## src/rtl/rst_seq_pkg.sv

```systemverilog
// Shared types and sizing helpers for the reset sequencer.
package rst_seq_pkg;

  typedef enum logic [2:0] {HOLD, REL, WAIT, GAP, DONE} rst_seq_state_t;

  // Counter must reach the largest of the three programmable intervals.
  function automatic int cnt_w(input int hold_cyc, input int gap_cyc, input int tmo_cyc);
    int m;
    m = hold_cyc;
    if (gap_cyc > m) m = gap_cyc;
    if (tmo_cyc > m) m = tmo_cyc;
    return $clog2(m + 1);
  endfunction

  // Stage index width; a single-stage build still gets a 1-bit index.
  function automatic int idx_w(input int n_stages);
    return (n_stages > 1) ? $clog2(n_stages) : 1;
  endfunction

endpackage

```

## src/rtl/rst_seq_if.sv

```systemverilog
// Sequencer-facing bundle: restart request, per-domain ready in, per-domain reset and status out.
interface rst_seq_if #(
  parameter int N_STAGES = 4
);
  import rst_seq_pkg::*;

  localparam int IW = idx_w(N_STAGES);

  logic                sw_req;
  logic [N_STAGES-1:0] rdy;
  logic [N_STAGES-1:0] rst_o;
  logic                done;
  logic                busy;
  logic                err;
  logic [IW-1:0]       err_stage;

  modport master (
    input  sw_req, rdy,
    output rst_o, done, busy, err, err_stage
  );

  modport slave (
    output sw_req, rdy,
    input  rst_o, done, busy, err, err_stage
  );
endinterface

```

## src/rtl/rst_seq_pf.sv

```systemverilog
// Rising-edge pulse former: registered one-cycle pulse on each 0->1 of in_i.
module rst_seq_pf (
  input  logic clk,
  input  logic rst,
  input  logic in_i,
  output logic pulse_o
);
  logic in_q, pulse_q;

  always_ff @(posedge clk) begin
    if (rst) begin
      in_q    <= 1'b0;
      pulse_q <= 1'b0;
    end else begin
      in_q    <= in_i;
      pulse_q <= in_i & ~in_q;
    end
  end

  assign pulse_o = pulse_q;
endmodule

```

## src/rtl/rst_seq.sv

```systemverilog
// Reset sequencer: holds every domain in reset, then releases them in index order,
// waiting for each domain's ready (or a timeout) plus a fixed gap before the next.
module rst_seq
  import rst_seq_pkg::*;
#(
  parameter int N_STAGES = 4,
  parameter int HOLD_CYC = 8,
  parameter int GAP_CYC  = 16,
  parameter int TMO_CYC  = 1024
) (
  input  logic clk,
  input  logic rst,
  rst_seq_if.master bus
);
  localparam int CW = cnt_w(HOLD_CYC, GAP_CYC, TMO_CYC);
  localparam int IW = idx_w(N_STAGES);

  localparam logic [CW-1:0] HOLD_LAST = CW'(HOLD_CYC - 1);
  localparam logic [CW-1:0] GAP_LAST  = CW'(GAP_CYC - 1);
  localparam logic [CW-1:0] TMO_LAST  = CW'(TMO_CYC - 1);
  localparam logic [IW-1:0] IDX_LAST  = IW'(N_STAGES - 1);

  rst_seq_state_t      state_q, state_d;
  logic [CW-1:0]       cnt_q, cnt_d;
  logic [IW-1:0]       idx_q, idx_d;
  logic [N_STAGES-1:0] rst_o_q, rst_o_d;
  logic                done_q, done_d;
  logic                busy_q, busy_d;
  logic                err_q, err_d;
  logic [IW-1:0]       err_stage_q, err_stage_d;
  logic                rp;

  rst_seq_pf u_pf (
    .clk    (clk),
    .rst    (rst),
    .in_i   (bus.sw_req),
    .pulse_o(rp)
  );

  always_ff @(posedge clk) begin
    if (rst) begin
      state_q     <= HOLD;
      cnt_q       <= '0;
      idx_q       <= '0;
      rst_o_q     <= '1;
      done_q      <= 1'b0;
      busy_q      <= 1'b1;
      err_q       <= 1'b0;
      err_stage_q <= '0;
    end else begin
      state_q     <= state_d;
      cnt_q       <= cnt_d;
      idx_q       <= idx_d;
      rst_o_q     <= rst_o_d;
      done_q      <= done_d;
      busy_q      <= busy_d;
      err_q       <= err_d;
      err_stage_q <= err_stage_d;
    end
  end

  always_comb begin
    state_d     = state_q;
    cnt_d       = cnt_q;
    idx_d       = idx_q;
    rst_o_d     = rst_o_q;
    err_d       = err_q;
    err_stage_d = err_stage_q;
    // Status flags trail the state by one register, so done rises the edge after DONE is entered.
    done_d      = (state_q == DONE);
    busy_d      = (state_q != DONE);

    if (rp) begin
      state_d     = HOLD;
      cnt_d       = '0;
      idx_d       = '0;
      rst_o_d     = '1;
      done_d      = 1'b0;
      busy_d      = 1'b1;
      err_d       = 1'b0;
      err_stage_d = '0;
    end else begin
      case (state_q)
        HOLD: begin
          if (cnt_q == HOLD_LAST) begin
            state_d = REL;
            cnt_d   = '0;
          end else begin
            cnt_d = cnt_q + CW'(1);
          end
        end
        REL: begin
          rst_o_d[idx_q] = 1'b0;
          state_d        = WAIT;
          cnt_d          = '0;
        end
        WAIT: begin
          if (bus.rdy[idx_q]) begin
            state_d = GAP;
            cnt_d   = '0;
          end else if (cnt_q == TMO_LAST) begin
            // Timeout still advances; only the first failing stage is recorded.
            state_d = GAP;
            cnt_d   = '0;
            err_d   = 1'b1;
            if (!err_q) err_stage_d = idx_q;
          end else begin
            cnt_d = cnt_q + CW'(1);
          end
        end
        GAP: begin
          if (cnt_q == GAP_LAST) begin
            cnt_d = '0;
            if (idx_q == IDX_LAST) begin
              state_d = DONE;
            end else begin
              idx_d   = idx_q + IW'(1);
              state_d = REL;
            end
          end else begin
            cnt_d = cnt_q + CW'(1);
          end
        end
        DONE: ;
        default: begin
          state_d = HOLD;
          cnt_d   = '0;
        end
      endcase
    end
  end

  assign bus.rst_o     = rst_o_q;
  assign bus.done      = done_q;
  assign bus.busy      = busy_q;
  assign bus.err       = err_q;
  assign bus.err_stage = err_stage_q;
endmodule

```

## src/flat_wrapper.sv

```systemverilog
// flat-port wrapper written by rule: the top's interface ports become plain ports
module rst_seq_flat import rst_seq_pkg::*;
#(
  parameter int N_STAGES = 4,
  parameter int HOLD_CYC = 8,
  parameter int GAP_CYC  = 16,
  parameter int TMO_CYC  = 1024
)
  (clk, rst, bus_sw_req, bus_rdy, bus_rst_o, bus_done, bus_busy, bus_err, bus_err_stage);
  rst_seq_if #(.N_STAGES(N_STAGES)) bus_i ();
  input  logic clk;
  input  logic rst;
  input wire logic [$bits(bus_i.sw_req)-1:0] bus_sw_req;
  input wire logic [$bits(bus_i.rdy)-1:0] bus_rdy;
  output wire logic [$bits(bus_i.rst_o)-1:0] bus_rst_o;
  output wire logic [$bits(bus_i.done)-1:0] bus_done;
  output wire logic [$bits(bus_i.busy)-1:0] bus_busy;
  output wire logic [$bits(bus_i.err)-1:0] bus_err;
  output wire logic [$bits(bus_i.err_stage)-1:0] bus_err_stage;
  assign bus_i.sw_req = bus_sw_req;
  assign bus_i.rdy = bus_rdy;
  assign bus_rst_o = bus_i.rst_o;
  assign bus_done = bus_i.done;
  assign bus_busy = bus_i.busy;
  assign bus_err = bus_i.err;
  assign bus_err_stage = bus_i.err_stage;
  rst_seq #(.N_STAGES(N_STAGES), .HOLD_CYC(HOLD_CYC), .GAP_CYC(GAP_CYC), .TMO_CYC(TMO_CYC)) u_core (.clk(clk), .rst(rst), .bus(bus_i));
endmodule
```

## config.mk

```make
export PLATFORM = sky130hd
export DESIGN_NAME = rst_seq_flat
export DESIGN_NICKNAME = d
export VERILOG_FILES = /design/src/rtl/rst_seq_pkg.sv /design/src/rtl/rst_seq_if.sv /design/src/rtl/rst_seq_pf.sv /design/src/rtl/rst_seq.sv /design/src/flat_wrapper.sv
export SDC_FILE = /design/constraint.sdc
export NUM_CORES = 1
export LEC_CHECK = 0
export BUFFER_PORTS_ARGS = -buffer_cell sky130_fd_sc_hd__buf_4
export CAP_MARGIN = 40
export CORE_UTILIZATION = 40
export DETAILED_ROUTE_END_ITERATION = 6
export GPL_TIMING_DRIVEN = 0
export PLACE_DENSITY_LB_ADDON = 0.25
export SKIP_CTS_REPAIR_TIMING = 1
export SLEW_MARGIN = 0
export SYNTH_ARGS = -nofsm -noshare
export SYNTH_HDL_FRONTEND = slang
export SYNTH_HIERARCHICAL = 1
export SYNTH_SLANG_ARGS = --single-unit
```

## constraint.sdc

```tcl
create_clock -name clk -period 2.4 [get_ports clk]
set_clock_uncertainty 0.2 [all_clocks]
set_input_delay 0.48 -clock clk [delete_from_list [all_inputs] [get_ports clk]]
set_output_delay 0.48 -clock clk [all_outputs]
set_load 0.02 [all_outputs]
```

==> impl_metrics.toml, run 1 <==
[synthesis]
ys_seq_area_share_pct = 38.6
ys_ff_latch = 27
post_synth_inst_count = 160
ys.flop_type = "dfxtp_1"
yosys.cell_types.count = 49
syn_nets = 172
synth_edf_count = 0
synth_warnings = 6
synthArstFlopShare_pct = 0
synth_area_um2 = 1400
avgSynthCellArea_um2 = 8.74

[floorplanning]
fp.dieW_um = 61.1
design.portCount = 16
floorplan.initialDensity_pct = 41.9
core-area_um2 = 3340
die_area_um2 = 3740
fp-row-count = 21
die_height_um = 61.1

[pwr]
total_power_uw = 705
share_of_total_power_in_sequential_cells_pct = 65.1
clk_network_pwr_share_pct = 28.7
swShare_pct = 23.9
static-leakage-power_uw = 0.000675
power.density_cell_area_nw_per_um2 = 442
internal-power_uw = 537
net_load_switching_power_uw = 168
p_comb_share_pct = 6.2
vdd_drop_max_mv = 0.295

[global_route]
initial_antenna_violation_count = 0
global_route_wire_length_before_repair_mm = 4.75
first_global_vias = 1094
grt_max_degree = 16
grt.overflow.total = 0
all_layer_global_routing_usage_pct = 17.1

[timing]
timing_worst_slew_pin_value_ns = 0.578
finalMaxSlewViolations = 0
timing.final.crit_share_pct = 95.0
totalNegativeSetupSlack_ns = 0
relSlewSlack_pct = 61.3
report.final.setup_viol = 0
hold_slack_ns = 0.109
timing.fmax_mhz = 438
min_period_ns = 2.28
hold_viol = 0
unrepaired_setup_endpoints_after_global_routing = "no"

[cts]
htree_levels = 1
root_driver = "clkbuf_4"
cts-root-to-sink-buffers = 2
clock_insertion_delay_worst_skew_ns = 0.33
cts_inserted_buffers = 3
cts_tree = "built"
cts_num_sinks = 27
worst_setup_hold_path_clk_slew_ns = 0.16

[setup_path]
crit_arrival_ns = 2.32
crit_path_end_kind = "flip-flop"
cp-start-kind = "flip-flop"
crit_type = "reg2reg"
crit_fanout = 8
critical_path_required_ns = 2.44
worst-r2r-cell-count = 5

[layout]
fraction_of_layout_cells_with_a_size_suffix_above_1_pct = 21.2
final_cell_area_um2 = 1600
layout.cells.most_common_list = "dfxtp_1 (27), nand2_1 (21), buf_4 (15)"
finalNetCount = 192
fillers = 315
area_used_by_multi_input_combinational_logic_um2 = 797
mostFrequentLayoutCell = "dfxtp_1"
n_antenna_cell = 0
syn2layout_area_growth_pct = 14.1
sequential_cell_area_um2 = 541

[place]
io_buffers = 15
place_hpwl_mm = 2.16
finalWeightedCongestion = 0.806
placedInstanceArea_um2 = 1570

[detailed_routing]
residual_drc = 0
drtAntennaViolNets = 0
postRouteWirelength_mm = 2.95
viasPerCell = 5.47
dr_total_vias = 1230
routedWlPerCell_um = 13.1
drtIter0Drc = 75
length_of_the_first_detailed_routing_pass_in_iterations = 4

[min_path]
min_path_cells = 2
min_path_type = "in2reg"

[outcome]
run_status = "completed"

[job]
cap_violations = 0
==> layout make-up <==
type | count | share of cell area (%)
multi-input cells | 118 | 49.9
flip-flops and latches | 27 | 33.9
repair buffers | 15 | 7.05
well taps | 46 | 3.61
plain buffers | 8 | 2.19
inverters | 7 | 1.65
clock buffers | 3 | 1.41
clock inverters | 1 | 0.313
==> through the flow <==
step | cells | worst slack (ns) | util, %
after floorplan | 160 | 0.292 | -
after global placement | 221 | 0.00786 | 47.0
after detailed placement | 221 | -0.0210 | 47.0
after CTS | 225 | 0.164 | 47.8
after global routing | 225 | 0.0297 | 47.8
final | 225 | 0.119 | 47.8
==> cells in the mapped netlist (4+ instances only) <==
cell     count  area share (%)
nand3_1      5             1.8
nand2_1     21             5.6
a21oi_1      4             1.4
a21o_1       4             2.1
a22oi_1      4             2.1
dfxtp_1     27              39
nor2_1      12             3.2
o21ai_0      4             1.4
inv_1        7             1.9
nand4_1      5             2.2
ha_1         5             4.5
or2_2        5             2.2
==> path summary, 6_finish.rpt <==
| check | slack [ns] | from | end |
|---|---|---|---|
| min reg2reg | 0.22 | u_core/u_pf/in_q | u_core/u_pf/pulse_o |
| max reg2reg | 0.12 | u_core/cnt_q[6] | u_core/cnt_q[8] |
| min | 0.11 | rst | u_core/u_pf/in_q |
| max | 0.12 | u_core/cnt_q[6] | u_core/cnt_q[8] |
==> routing by layer <==
metal,vias up,wire [um],global-route usage (%)
met3,2,162,2.10
met5,-,0,0
met1,574,1330,21.9
li1,611,-,-
met2,43,1430,29.3
met4,0,24,6.17
==> cell families after synthesis <==
| group | Yosys count | synth area share, % |
|---|---|---|
| AND/OR/NAND/NOR | 75 | 29.5 |
| AO/OA/AOI/OAI | 31 | 17.2 |
| flip-flops | 27 | 38.6 |
| buffers and inverters | 15 | 4.38 |
| multiplexers | 5 | 4.56 |
| adder cells (fa/ha/maj) | 5 | 4.47 |
| XOR/XNOR | 2 | 1.25 |
==> sequential cells by signal, summed over array words and instances (netlist names) <==
name and flops:
u_core/u_pf/pulse_o 1, u_core/u_pf/in_q 1, u_core/bus.done 1, u_core/idx_q 2, u_core/bus.busy 1, u_core/state_q 3, u_core/bus.rst_o 4, u_core/bus.err_stage 2
u_core/bus.err 1, u_core/cnt_q 11
==> critical path: stages (launching register included) <==
cell and delay [ns]:
dfxtp_1 0.39, nor4_1 0.39, nand4_1 0.20, o21ai_2 0.39, nand2_1 0.24, a221o_2 0.37
==> power groups by stage <==
stage	clock, uW	combinational, uW	sequential [uW]
floorplan	0	27.2	468
global route	232	47.8	461
global placement	0	41.3	469
detailed placement	0	43.9	469
CTS	212	43.7	459
finish	202	43.7	459
(Power assumes the default switching activity.)
==> run 2, diff against run 1 <==
Settings changed: GPL_ROUTABILITY_DRIVEN set to 0, PLACE_DENSITY_LB_ADDON 0.25 to unset.
==> run 2 against run 1 <==
Die area stayed put. Final area hardly changed. Clock-buffer cell count is 1 higher. Flip-flop and latch count stayed put. Core utilization hardly changed. Sequential power hardly changed. Critical path depth stayed put. Clock power hardly changed. Combinational power is 3% lower. Worst hold slack better by 0.012 ns. Highest routed layer unchanged.
==> impl_metrics.toml, run 2 (synthesized netlist as in run 1, its figures left out) <==
[layout]
sequential_cell_area_um2 = 541
syn2layout_area_growth_pct = 14.0
largest-register = "u_core/cnt_q"
area_used_by_multi_input_combinational_logic_um2 = 797
fillers = 334
largest_reg_flops = 11
finalNetCount = 192
layout.cells.most_common_list = "dfxtp_1 (27), nand2_1 (21), buf_4 (15)"
fraction_of_layout_cells_with_a_size_suffix_above_1_pct = 20.7
n_antenna_cell = 0
mostFrequentLayoutCell = "dfxtp_1"

[min_path]
min_path_cells = 2
whs_endpoint = "u_core/u_pf/in_q"
timing.hold.worst.start = "rst"
min_path_type = "in2reg"

[detailed_routing]
residual_drc = 0
drtIter0Drc = 49
postRouteWirelength_mm = 2.78
dr_total_vias = 1212
length_of_the_first_detailed_routing_pass_in_iterations = 4
drtAntennaViolNets = 0
routedWlPerCell_um = 12.4
viasPerCell = 5.39

[setup_path]
worstReg2RegStart = "u_core/idx_q[0]"
worst_r2r_endpoint = "u_core/bus.err_stage[0]"
crit_arrival_ns = 2.26
cp-start-kind = "flip-flop"
critical_path_required_ns = 2.42
crit_type = "reg2reg"
worst-r2r-cell-count = 5
crit_fanout = 5
crit_path_end_kind = "flip-flop"
regToRegSetupSlack_ns = 0.16

[floorplanning]
floorplan.initialDensity_pct = 41.9
fp.dieW_um = 61.1
die_height_um = 61.1
die_area_um2 = 3740
fp-row-count = 21
design.portCount = 16
core-area_um2 = 3340

[timing]
unrepaired_setup_endpoints_after_global_routing = "no"
hold_viol = 0
report.final.setup_viol = 0
finalMaxSlewViolations = 0
timing.fmax_mhz = 447
min_period_ns = 2.24
totalNegativeSetupSlack_ns = 0
timing.final.crit_share_pct = 93.3
relSlewSlack_pct = 57.1
timing_worst_slew_pin_value_ns = 0.638

[cts]
cts_inserted_buffers = 3
root_driver = "clkbuf_4"
clock_insertion_delay_worst_skew_ns = 0.32
cts_tree = "built"
worst_setup_hold_path_clk_slew_ns = 0.15
htree_levels = 1
cts-root-to-sink-buffers = 2
cts_num_sinks = 27

[global_route]
first_global_vias = 1032
initial_antenna_violation_count = 0
global_route_wire_length_before_repair_mm = 4.65
grt.overflow.total = 0
all_layer_global_routing_usage_pct = 16.7
grt_max_degree = 15

[pwr]
net_load_switching_power_uw = 163
swShare_pct = 23.2
power.density_cell_area_nw_per_um2 = 440
p_comb_share_pct = 6.0
share_of_total_power_in_sequential_cells_pct = 65.5
clk_network_pwr_share_pct = 28.5
static-leakage-power_uw = 0.000673
internal-power_uw = 539
total_power_uw = 702
vdd_drop_max_mv = 0.220

[place]
io_buffers = 15
place_hpwl_mm = 2.07

[outcome]
run_status = "completed"

[job]
cap_violations = 0
-- run 2: changes by cell type in the layout (fill, tap and decap cells not counted), sizes merged --
cell | previous run | this run
clkinv | 1 | 0
clkbuf | 7 | 8
-- run 2: worst max-delay path: stages (launching register included) --
cell	delay [ns]
dfxtp_1	0.46
mux4_2	0.56
or3_4	0.42
nor3_4	0.21
mux2i_1	0.24
nor2_1	0.06
-- run 2: how the worst max path moves through the flow --
stage                          startpoint                       to  slack, ns  cells after the start
after floorplan                bus_rdy[3]  u_core/bus.err_stage[0]       0.29                      5
after detailed placement              rst          u_core/cnt_q[8]       0.05                      7
after global placement                rst          u_core/cnt_q[8]       0.09                      7
after CTS                 u_core/idx_q[0]  u_core/bus.err_stage[0]       0.15                      5
final                     u_core/idx_q[0]  u_core/bus.err_stage[0]       0.16                      5
after global routing      u_core/cnt_q[6]          u_core/cnt_q[8]       0.03                      5
-- run 2: final cells by class --
class,count,area share [%]
clock buffer,4,1.65
inverter,7,1.65
sequential,27,33.9
multi-input combinational,118,50.0
timing repair buffer,15,7.06
buffer,8,2.20
tap,46,3.61
-- run 2: per-stage QoR --
| stage | utilization, % | cells | hold slack, ns | instance area, um2 | worst slack (ns) |
|---|---|---|---|---|---|
| 6_report | 47.8 | 225 | 0.121 | 1600 | 0.162 |
| 5_1_grt | 47.8 | 225 | 0.0985 | 1600 | 0.0254 |
| 4_1_cts | 47.8 | 225 | 0.106 | 1600 | 0.146 |
| 3_5_place_dp | 47.0 | 221 | 0.208 | 1570 | 0.0468 |
| 3_3_place_gp | 47.0 | 221 | 0.196 | 1570 | 0.0941 |
| 2_1_floorplan | - | 160 | 0.187 | 1400 | 0.292 |
-- run 2: layer usage --
metal  share of wire (%)  GRT usage (%)
met4                 1.4           7.79
met3                 3.0           2.31
met1                  51           24.2
met2                  44           24.2
met5                   0              0
-- run 2: power by group through the flow --
stage | registers [uW] | logic (uW) | clock network [uW]
5_1_grt | 461 | 47.4 | 229
3_3_place_gp | 469 | 41.5 | 0
3_5_place_dp | 469 | 42.4 | 0
4_1_cts | 460 | 42.4 | 209
2_1_floorplan | 468 | 27.2 | 0
6_report | 459 | 42.2 | 200
